==> src/rtl/plot_buffer_pkg.sv <==
// plot_pkg: shared constants, FIFO entry type and state enum
// for the plot_buffer framebuffer write stage.
package plot_pkg;

  localparam int SCREEN_W = 160;
  localparam int SCREEN_H = 120;
  localparam int FB_WORDS = 19200;
  localparam int FB_AW    = 15;

  typedef struct packed {
    logic [14:0] addr;
    logic [2:0]  colour;
  } pix_entry_t;

  typedef enum logic [1:0] {
    IDLE,
    FLUSH,
    CLEAR,
    DONE
  } state_e;

  // y*160 + x built from shifts: (y<<7)+(y<<5)+x
  function automatic logic [14:0] pix_addr(
    input logic [7:0] x,
    input logic [6:0] y
  );
    logic [14:0] yy;
    yy = {8'd0, y};
    return (yy << 7) + (yy << 5) + {7'd0, x};
  endfunction

endpackage

==> src/rtl/plot_buffer_if.sv <==
// plot_buffer_if: framebuffer write port, valid/ready.
// master drives address/data/we, slave returns ready.
interface plot_buffer_if;
  import plot_pkg::*;

  logic [FB_AW-1:0] fb_addr;
  logic [2:0]       fb_data;
  logic             fb_we;
  logic             fb_ready;

  modport master (
    output fb_addr, fb_data, fb_we,
    input  fb_ready
  );

  modport slave (
    input  fb_addr, fb_data, fb_we,
    output fb_ready
  );

endinterface

==> src/rtl/plot_buffer_fifo.sv <==
// plot_fifo: synchronous FIFO of pix_entry_t, DEPTH a power of 2.
// A push into a full FIFO succeeds only with a same-cycle pop.
module plot_fifo
  import plot_pkg::*;
#(
  parameter int DEPTH = 16,
  parameter int AW    = 4
) (
  input  logic       clk,
  input  logic       rst_n,
  input  logic       push_i,
  input  pix_entry_t din_i,
  input  logic       pop_i,
  output pix_entry_t dout_o,
  output logic       full_o,
  output logic       empty_o,
  output logic [AW:0] count_o
);

  pix_entry_t mem_q [DEPTH];
  logic [AW-1:0] wr_q, wr_d;
  logic [AW-1:0] rd_q, rd_d;
  logic [AW:0]   cnt_q, cnt_d;
  logic          do_push, do_pop;

  assign empty_o = (cnt_q == '0);
  assign full_o  = (cnt_q == (AW+1)'(DEPTH));
  assign count_o = cnt_q;
  assign dout_o  = mem_q[rd_q];

  assign do_pop  = pop_i && !empty_o;
  assign do_push = push_i && (!full_o || do_pop);

  always_comb begin
    wr_d  = wr_q;
    rd_d  = rd_q;
    cnt_d = cnt_q;
    if (do_push) wr_d = wr_q + 1'b1;
    if (do_pop)  rd_d = rd_q + 1'b1;
    unique case ({do_push, do_pop})
      2'b10:   cnt_d = cnt_q + 1'b1;
      2'b01:   cnt_d = cnt_q - 1'b1;
      default: cnt_d = cnt_q;
    endcase
  end

  always_ff @(posedge clk or negedge rst_n) begin
    if (!rst_n) begin
      wr_q  <= '0;
      rd_q  <= '0;
      cnt_q <= '0;
    end else begin
      wr_q  <= wr_d;
      rd_q  <= rd_d;
      cnt_q <= cnt_d;
    end
  end

  always_ff @(posedge clk) begin
    if (do_push) mem_q[wr_q] <= din_i;
  end

endmodule

==> src/rtl/plot_buffer.sv <==
// plot_buffer: pixel FIFO, holding register and clear-screen sweep.
// Optional PLOT_BUFFER_STATS_EN enables the saturating drop_count.
module plot_buffer
  import plot_pkg::*;
#(
  parameter int DEPTH = 16,
  parameter int AW    = 4
) (
  input  logic        clk,
  input  logic        rst_n,
  input  logic [7:0]  vga_x,
  input  logic [6:0]  vga_y,
  input  logic [2:0]  vga_colour,
  input  logic        vga_plot,
  input  logic        clr_start,
  input  logic [2:0]  clr_colour,
  output logic        clr_done,
  plot_buffer_if.master fb,
  output logic [AW:0] fifo_count,
  output logic        overflow,
  output logic [15:0] drop_count
);

  state_e      state_q, state_d;
  logic [14:0] addr_q, addr_d;
  logic [2:0]  data_q, data_d;
  logic        we_q, we_d;
  logic [14:0] cnt_q, cnt_d;
  logic [2:0]  ccol_q, ccol_d;
  logic        done_q, done_d;
  logic        ovf_q, ovf_d;

  logic       in_range, push, pop, clr_acc;
  logic       xfer, can_load, drop_full;
  logic       f_full, f_empty;
  pix_entry_t f_din, f_head;

  assign in_range = (vga_x < 8'(SCREEN_W)) && (vga_y < 7'(SCREEN_H));
  assign push     = vga_plot && in_range;
  assign f_din    = '{addr: pix_addr(vga_x, vga_y), colour: vga_colour};
  assign xfer     = we_q && fb.fb_ready;
  assign can_load = !we_q || xfer;
  assign drop_full = push && f_full && !pop;

  plot_fifo #(
    .DEPTH(DEPTH),
    .AW   (AW)
  ) u_fifo (
    .clk    (clk),
    .rst_n  (rst_n),
    .push_i (push),
    .din_i  (f_din),
    .pop_i  (pop),
    .dout_o (f_head),
    .full_o (f_full),
    .empty_o(f_empty),
    .count_o(fifo_count)
  );

  always_comb begin
    state_d = state_q;
    addr_d  = addr_q;
    data_d  = data_q;
    we_d    = we_q && !fb.fb_ready;
    cnt_d   = cnt_q;
    ccol_d  = ccol_q;
    done_d  = done_q;
    ovf_d   = ovf_q;
    pop     = 1'b0;
    clr_acc = 1'b0;
    unique case (state_q)
      IDLE, DONE: begin
        if (can_load && !f_empty) begin
          pop    = 1'b1;
          addr_d = f_head.addr;
          data_d = f_head.colour;
          we_d   = 1'b1;
        end
        if (state_q == IDLE && clr_start) begin
          clr_acc = 1'b1;
          ccol_d  = clr_colour;
          done_d  = 1'b0;
          state_d = FLUSH;
        end else if (state_q == DONE && !clr_start) begin
          done_d  = 1'b0;
          state_d = IDLE;
        end
      end
      FLUSH: begin
        if (!we_q) begin
          cnt_d   = '0;
          state_d = CLEAR;
        end
      end
      CLEAR: begin
        // addr_q tracks cnt_q; the next word loads as the current one leaves
        if (!we_q) begin
          addr_d = cnt_q;
          data_d = ccol_q;
          we_d   = 1'b1;
        end else if (xfer) begin
          if (cnt_q == 15'(FB_WORDS - 1)) begin
            done_d  = 1'b1;
            state_d = DONE;
          end else begin
            cnt_d  = cnt_q + 1'b1;
            addr_d = cnt_q + 1'b1;
            data_d = ccol_q;
            we_d   = 1'b1;
          end
        end
      end
      default: state_d = IDLE;
    endcase
    if (drop_full) ovf_d = 1'b1;
    if (clr_acc)   ovf_d = 1'b0;
  end

  always_ff @(posedge clk or negedge rst_n) begin
    if (!rst_n) begin
      state_q <= IDLE;
      addr_q  <= '0;
      data_q  <= '0;
      we_q    <= 1'b0;
      cnt_q   <= '0;
      ccol_q  <= '0;
      done_q  <= 1'b0;
      ovf_q   <= 1'b0;
    end else begin
      state_q <= state_d;
      addr_q  <= addr_d;
      data_q  <= data_d;
      we_q    <= we_d;
      cnt_q   <= cnt_d;
      ccol_q  <= ccol_d;
      done_q  <= done_d;
      ovf_q   <= ovf_d;
    end
  end

  assign fb.fb_addr = addr_q;
  assign fb.fb_data = data_q;
  assign fb.fb_we   = we_q;
  assign clr_done   = done_q;
  assign overflow   = ovf_q;

`ifdef PLOT_BUFFER_STATS_EN
  logic [15:0] drop_q, drop_d;
  logic        drop;

  assign drop = (vga_plot && !in_range) || drop_full;

  always_comb begin
    drop_d = drop_q;
    if (clr_acc)
      drop_d = '0;
    else if (drop && drop_q != 16'hFFFF)
      drop_d = drop_q + 1'b1;
  end

  always_ff @(posedge clk or negedge rst_n) begin
    if (!rst_n) drop_q <= '0;
    else        drop_q <= drop_d;
  end

  assign drop_count = drop_q;
`else
  assign drop_count = '0;
`endif

endmodule

==> src/flat_wrapper.sv <==
// flat-port wrapper written by rule: the top's interface ports become plain ports
module plot_buffer_flat import plot_pkg::*;
#(
  parameter int DEPTH = 16,
  parameter int AW    = 4
)
  (clk, rst_n, vga_x, vga_y, vga_colour, vga_plot, clr_start, clr_colour, clr_done, fifo_count, overflow, drop_count, fb_fb_addr, fb_fb_data, fb_fb_we, fb_fb_ready);
  plot_buffer_if fb_i ();
  input  logic clk;
  input  logic rst_n;
  input  logic [7:0] vga_x;
  input  logic [6:0] vga_y;
  input  logic [2:0] vga_colour;
  input  logic vga_plot;
  input  logic clr_start;
  input  logic [2:0] clr_colour;
  output logic clr_done;
  output logic [AW:0] fifo_count;
  output logic overflow;
  output logic [15:0] drop_count;
  output wire logic [$bits(fb_i.fb_addr)-1:0] fb_fb_addr;
  output wire logic [$bits(fb_i.fb_data)-1:0] fb_fb_data;
  output wire logic [$bits(fb_i.fb_we)-1:0] fb_fb_we;
  input wire logic [$bits(fb_i.fb_ready)-1:0] fb_fb_ready;
  assign fb_fb_addr = fb_i.fb_addr;
  assign fb_fb_data = fb_i.fb_data;
  assign fb_fb_we = fb_i.fb_we;
  assign fb_i.fb_ready = fb_fb_ready;
  plot_buffer #(.DEPTH(DEPTH), .AW(AW)) u_core (.clk(clk), .rst_n(rst_n), .vga_x(vga_x), .vga_y(vga_y), .vga_colour(vga_colour), .vga_plot(vga_plot), .clr_start(clr_start), .clr_colour(clr_colour), .clr_done(clr_done), .fb(fb_i), .fifo_count(fifo_count), .overflow(overflow), .drop_count(drop_count));
endmodule
==> config.mk <==
export PLATFORM = sky130hd
export DESIGN_NAME = plot_buffer_flat
export DESIGN_NICKNAME = d
export VERILOG_FILES = /design/src/rtl/plot_buffer_pkg.sv /design/src/rtl/plot_buffer_if.sv /design/src/rtl/plot_buffer_fifo.sv /design/src/rtl/plot_buffer.sv /design/src/flat_wrapper.sv
export SDC_FILE = /design/constraint.sdc
export NUM_CORES = 1
export LEC_CHECK = 0
export CAP_MARGIN = 20
export CELL_PAD_IN_SITES_DETAIL_PLACEMENT = 1
export CELL_PAD_IN_SITES_GLOBAL_PLACEMENT = 1
export CORE_UTILIZATION = 50
export DETAILED_ROUTE_END_ITERATION = 7
export GPL_ROUTABILITY_DRIVEN = 0
export PLACE_DENSITY = 0.78
export SLEW_MARGIN = 20
export SYNTH_ARGS = -nofsm -noshare
export SYNTH_HDL_FRONTEND = slang
export SYNTH_SLANG_ARGS = --single-unit
==> constraint.sdc <==
create_clock -name clk -period 6.7 [get_ports clk]
set_input_delay 1.34 -clock clk [delete_from_list [all_inputs] [get_ports clk]]
set_output_delay 1.34 -clock clk [all_outputs]
set_load 0.01 [all_outputs]
Word level (Yosys, flattened, before mapping). Memories as Yosys holds them, arrays and structs flattened. Index checks and enable logic that the tools add are counted.

Bits in registers: 54. Memory bits (writable): 288. Input port bits: 26. Output and inout port bits: 42. Word-level logic and storage cells: 108. Memories: 1.

Add/subtract/negate cells: 7. Order comparisons: 2. Equality and inequality tests: 16. Muxes and demuxes: 40. Reductions and logical operators: 31.

Memory list: u_core.u_fifo.mem_q (depth 16, bits a word 18, read ports 1, clocked after Yosys merged registers in 0, write ports 1, RTL line plot_buffer_fifo.sv:20) `pix_entry_t mem_q [DEPTH];`.

Operators with widths (number): $mux W15 (6); $pmux W15 S2 (2); $mux W1 (17); $add A14 B12 Y15 (1); $add A15 B1 Y15 const B (1); $add A15 B8 Y15 (1); $eq A15 B15 Y1 const B (1); $reduce_and A5 Y1 (3); $mux W2 (6); $mux W3 (4); $logic_and A1 B1 Y1 (11); $pmux W5 S2 (1); $add A4 B1 Y4 const B (2); $lt A8 B8 Y1 const B (1); $ne A2 B1 Y1 const B (4); $reduce_bool A2 Y1 (4); $lt A7 B7 Y1 const B (1); $eq A2 B2 Y1 const B (3); $logic_not A1 Y1 (6); $ne A3 B3 Y1 const B (2); $pmux W2 S3 (1); $pmux W3 S2 (1); $add A5 B1 Y5 const B (1); $eq A5 B5 Y1 const B (1); other kinds (11) (15).

Depth between registers and ports, before layout.
Depth after elaboration: 10. Mapped depth: 12. Gate-level depth less buffers: 11.

Cells and area by module. From an unflattened synthesis, not the netlist that was laid out.

Cell total of the unflattened synthesis: 892. Area total of the unflattened synthesis: 14799.2 sq um.

Modules (own cells, without submodules): plot_fifo (times used 1, cells each 548, area each 11721.2 sq um, sequential area each 8973.6 sq um); plot_buffer (times used 1, cells each 344, area each 3078.0 sq um, sequential area each 1026.0 sq um).

Least setup slack after synthesis. Ideal clock, no wire load.

Kind: input-to-reg. From: in vga_x[6]. To: mem u_core.u_fifo.mem_q[0][0] (netlist name) (enable). Setup time: 0.439 ns. Data arrival time: 3.913 ns. Required time: 6.261 ns. Slack: 2.348 ns. Stages on the path: 5. Path buffers: 1. Cells stage by stage: o21ai_0 > nand3_1 > or2_2 > clkbuf_1 > nor4_1.

Word-level cells in the longest chain between the ends: 6.

RTL lines: start, declared (RTL line flat_wrapper.sv:11) `input logic [7:0] vga_x;`; $lt A8 B8 Y1 (RTL line plot_buffer.sv:38) `assign in_range = (vga_x < 8'(SCREEN_W)) && (vga_y < 7'(SCREEN_H));`; $logic_and A1 B1 Y1 (RTL line plot_buffer.sv:38); $logic_and A1 B1 Y1 (RTL line plot_buffer.sv:39) `assign push = vga_plot && in_range;`; $logic_and A1 B1 Y1 (RTL line plot_buffer_fifo.sv:32) `assign do_push = push_i && (!full_o || do_pop);`; $mux W1 (RTL line plot_buffer_fifo.sv:60) `if (do_push) mem_q[wr_q] <= din_i;`; $mux W1 (implied by the code) (RTL line plot_buffer_fifo.sv:60); end, declared (RTL line plot_buffer_fifo.sv:20).

Every way passes these cells.

==> results.sh <==
export IMPL_outcome="complete, no violations"
export IMPL_synth_top_cells_by_area="edfxtp_1, mux4_2, dfrtp_1"
export IMPL_wire_per_inst_um=25.30
export IMPL_totalNegativeSetupSlack_ps=0
export IMPL_area_delta_synth_final_pct=14.37
export IMPL_gr_usage_all_layers=0.2300
export IMPL_clk_root_buffer_cell="clkbuf_16"
export IMPL_die_height_um=172.7
export IMPL_yosys_area_top_type="edfxtp_1"
export IMPL_cts_tree="yes"
export IMPL_initial_core_util=0.5076
export IMPL_leakagePower_uw=0.005615
export IMPL_cts_resized_gates=0
export IMPL_global_route_wire_length_before_repair_um=51130
export IMPL_global_route_overflow_total=0
export IMPL_endpoint_kind="register"
export IMPL_die_area_um2=29830
export IMPL_period_share=0.6395
export IMPL_data_required_time_of_the_critical_path_ps=6880
export IMPL_hold_fix_buffer_count_after_cts=0
export IMPL_clock_pin_slew_reported_for_the_worst_setup_and_hold_paths_after_clock_tree_synthesis_ps=60
export IMPL_netlist_instances=844
export IMPL_fmax_ghz=0.2334
export IMPL_vdd_drop_max_mv=0.1917
export IMPL_drc=0
export IMPL_fp_dieW_um=172.7
export IMPL_yosysWarningCount=0
export IMPL_fillCellCount=2595
export IMPL_pin_count=68
export IMPL_final_layout_size_suffix_gt1_frac=0.2006
export IMPL_synth_edf_count=288
export IMPL_yosys_cell_types_count=60
export IMPL_power_density_nw_per_um2=306.8
export IMPL_max_cap_violations=0
export IMPL_path_max_fanout=16
export IMPL_setup_worst_path_start_class="input pin"
export IMPL_timing_final_setup_violations=0
export IMPL_synth_flop_cell="edfxtp_1"
export IMPL_io_buffers=51
export IMPL_totalPowerFinal_uw=5112
export IMPL_detail_route_wirelength_um=33420
export IMPL_min_delay_path_class="reg -> reg"
export IMPL_detail_route_first_pass_iterations=4
export IMPL_tritoncts_num_sinks=342
export IMPL_vias=7834
export IMPL_syn_area_um2=14570
export IMPL_netlist_area_leader_share=0.5936
export IMPL_dr_first_iter_drc_count=654
export IMPL_cts_buffers=37
export IMPL_insertedDiodeCount=0
export IMPL_antenna_left=0
export IMPL_initial_antenna_violation_count=0
export IMPL_vias_in_the_first_global_route=8320
export IMPL_path_class="in -> reg"
export IMPL_fin_worst_skew_ps=16.30
export IMPL_maximum_level_of_the_cts_h_tree=2
export IMPL_grt_max_degree=66
export IMPL_final_period_minus_worst_setup_slack_ps=4285
export IMPL_report_final_slew_viol_count=0
export IMPL_finalHoldViolCount=0
export IMPL_cts_max_path_buffers=3
export IMPL_yosys_register_bits=342
export IMPL_postCtsSetupBuffers=0
export IMPL_worst_slew_pin_slew_ps=1036
export IMPL_fin_nets=967
export IMPL_asyncSetResetFlopFracSynth=0.1579
export IMPL_insertion_delay_ps=520
export IMPL_hpwl_dp_um=21220
export IMPL_slew_headroom=0.3092
export IMPL_worstPathArrival_ps=4460
export IMPL_rsz0062_at_grt="false"
export IMPL_postSynthAreaPerCell_um2=17.26
export IMPL_core_region_area_um2=28700
export IMPL_placementRows=62
export IMPL_synth_seq_area_share=0.6864
export IMPL_routed_via_density=5.930
==> worst max-delay path, cell delays in order <==
cell and delay (ps):
clkdlybuf4s50_1 480, inv_1 70, fa_1 520, fa_1 470, nor2b_1 120, o21ai_0 100
a21boi_0 280, o21ai_0 150, nor3b_1 160, nor2_1 750
==> flip-flops by register name, summed over array words and instances, names as in the netlist, 2 cells and up <==
signal                 flops
u_core.u_fifo.mem_q      288
u_core.cnt_q              15
u_core.fb.fb_addr         15
u_core.u_fifo.count_o      5
u_core.u_fifo.rd_q         4
u_core.u_fifo.wr_q         4
u_core.ccol_q              3
u_core.fb.fb_data          3
u_core.state_q             2
==> through the flow <==
stage / worst slack [ps] / util / area, um^2 / cells / hold WS [ps]
finish: 2415 / 0.5805 / 16660 / 1321 / 479.7
global route: 2121 / 0.5805 / 16660 / 1321 / 502.4
CTS: 2454 / 0.5799 / 16640 / 1321 / 485.6
detailed placement: 1908 / 0.5395 / 15480 / 1256 / 472.8
global placement: 2160 / 0.5395 / 15480 / 1256 / 459.0
floorplan: 2348 / - / 14630 / 859 / 478.7
==> metal layers <==
metal / wire (um) / vias up / track usage / part of all wire
met5: 0 / - / 0 / 0
met4: 846 / 0 / 0.07227 / 0.025
met3: 1846 / 63 / 0.04310 / 0.055
met2: 16870 / 256 / 0.3886 / 0.50
met1: 13860 / 4102 / 0.3041 / 0.41
li1: - / 3413 / - / -
==> cell usage after synthesis, types with 14 or more instances <==
master / instances
edfxtp_1: 288
ha_1: 27
xnor2_1: 19
mux2i_1: 14
buf_4: 19
a21oi_1: 20
o21ai_1: 14
dfrtp_1: 54
inv_1: 23
mux4_2: 81
nand2_1: 49
nor2_1: 32
buf_2: 20
o21ai_0: 31
clkbuf_1: 17
==> layout make-up <==
type | instances | area (um^2) | area share
Sequential cell | 342 | 10010 | 0.6006
Clock inverter | 21 | 185.2 | 0.01111
Timing Repair Buffer | 72 | 663.1 | 0.03980
Tap cell | 384 | 480.5 | 0.02884
Clock buffer | 44 | 973.4 | 0.05842
Multi-Input combinational cell | 434 | 4263 | 0.2558
Inverter | 24 | 90.09 | 0.005407
==> placed cells by master, fill, tap and decap left out, types with 21 or more instances in the layout <==
| cell | instances |
|---|---|
| dfrtp_1 | 50 |
| ha_1 | 27 |
| inv_1 | 23 |
| clkbuf_16 | 38 |
| o21ai_0 | 31 |
| nor2_1 | 27 |
| mux4_2 | 81 |
| nand2_1 | 49 |
| buf_4 | 21 |
| edfxtp_1 | 288 |
| clkdlybuf4s50_1 | 50 |
==> where the power goes <==
| part | switching [uW] | internal (uW) |
|---|---|---|
| Sequential | 101 | 2520 |
| Clock | 797 | 1150 |
| Combinational | 331 | 212 |
==> final timing paths <==
check / start / to / slack, ps / depth (start not counted)
worst max-delay path: vga_x[7] / u_core.u_fifo.mem_q[1][15] / 2420 / 10
worst min-delay path: u_core.fb.fb_addr[10] / u_core.fb.fb_addr[10] / 480 / 1
worst max register to register: u_core.state_q[0] / u_core.cnt_q[8] / 2990 / 8
worst min register to register: u_core.fb.fb_addr[10] / u_core.fb.fb_addr[10] / 480 / 1
max in group asynchronous: rst_n / u_core.u_fifo.rd_q[0] / 5200 / 2
min in group asynchronous: rst_n / u_core.u_fifo.wr_q[0] / 950 / 2
==> cells by family (layout without fill, tap and decap cells) <==
group | after synthesis | count (layout) | synth area share
AOI/OAI and AO/OA | 110 | 110 | 0.04732
xor gates and xnor gates | 27 | 27 | 0.01623
adders and majority gates | 30 | 30 | 0.02731
buffers and inverters | 83 | 161 | 0.02851
DFF | 342 | 342 | 0.6864
muxes | 108 | 108 | 0.1449
other | 1 | 16 | 0.0002574
and+or+nand+nor | 143 | 143 | 0.04912
(Power assumes the default switching activity.)
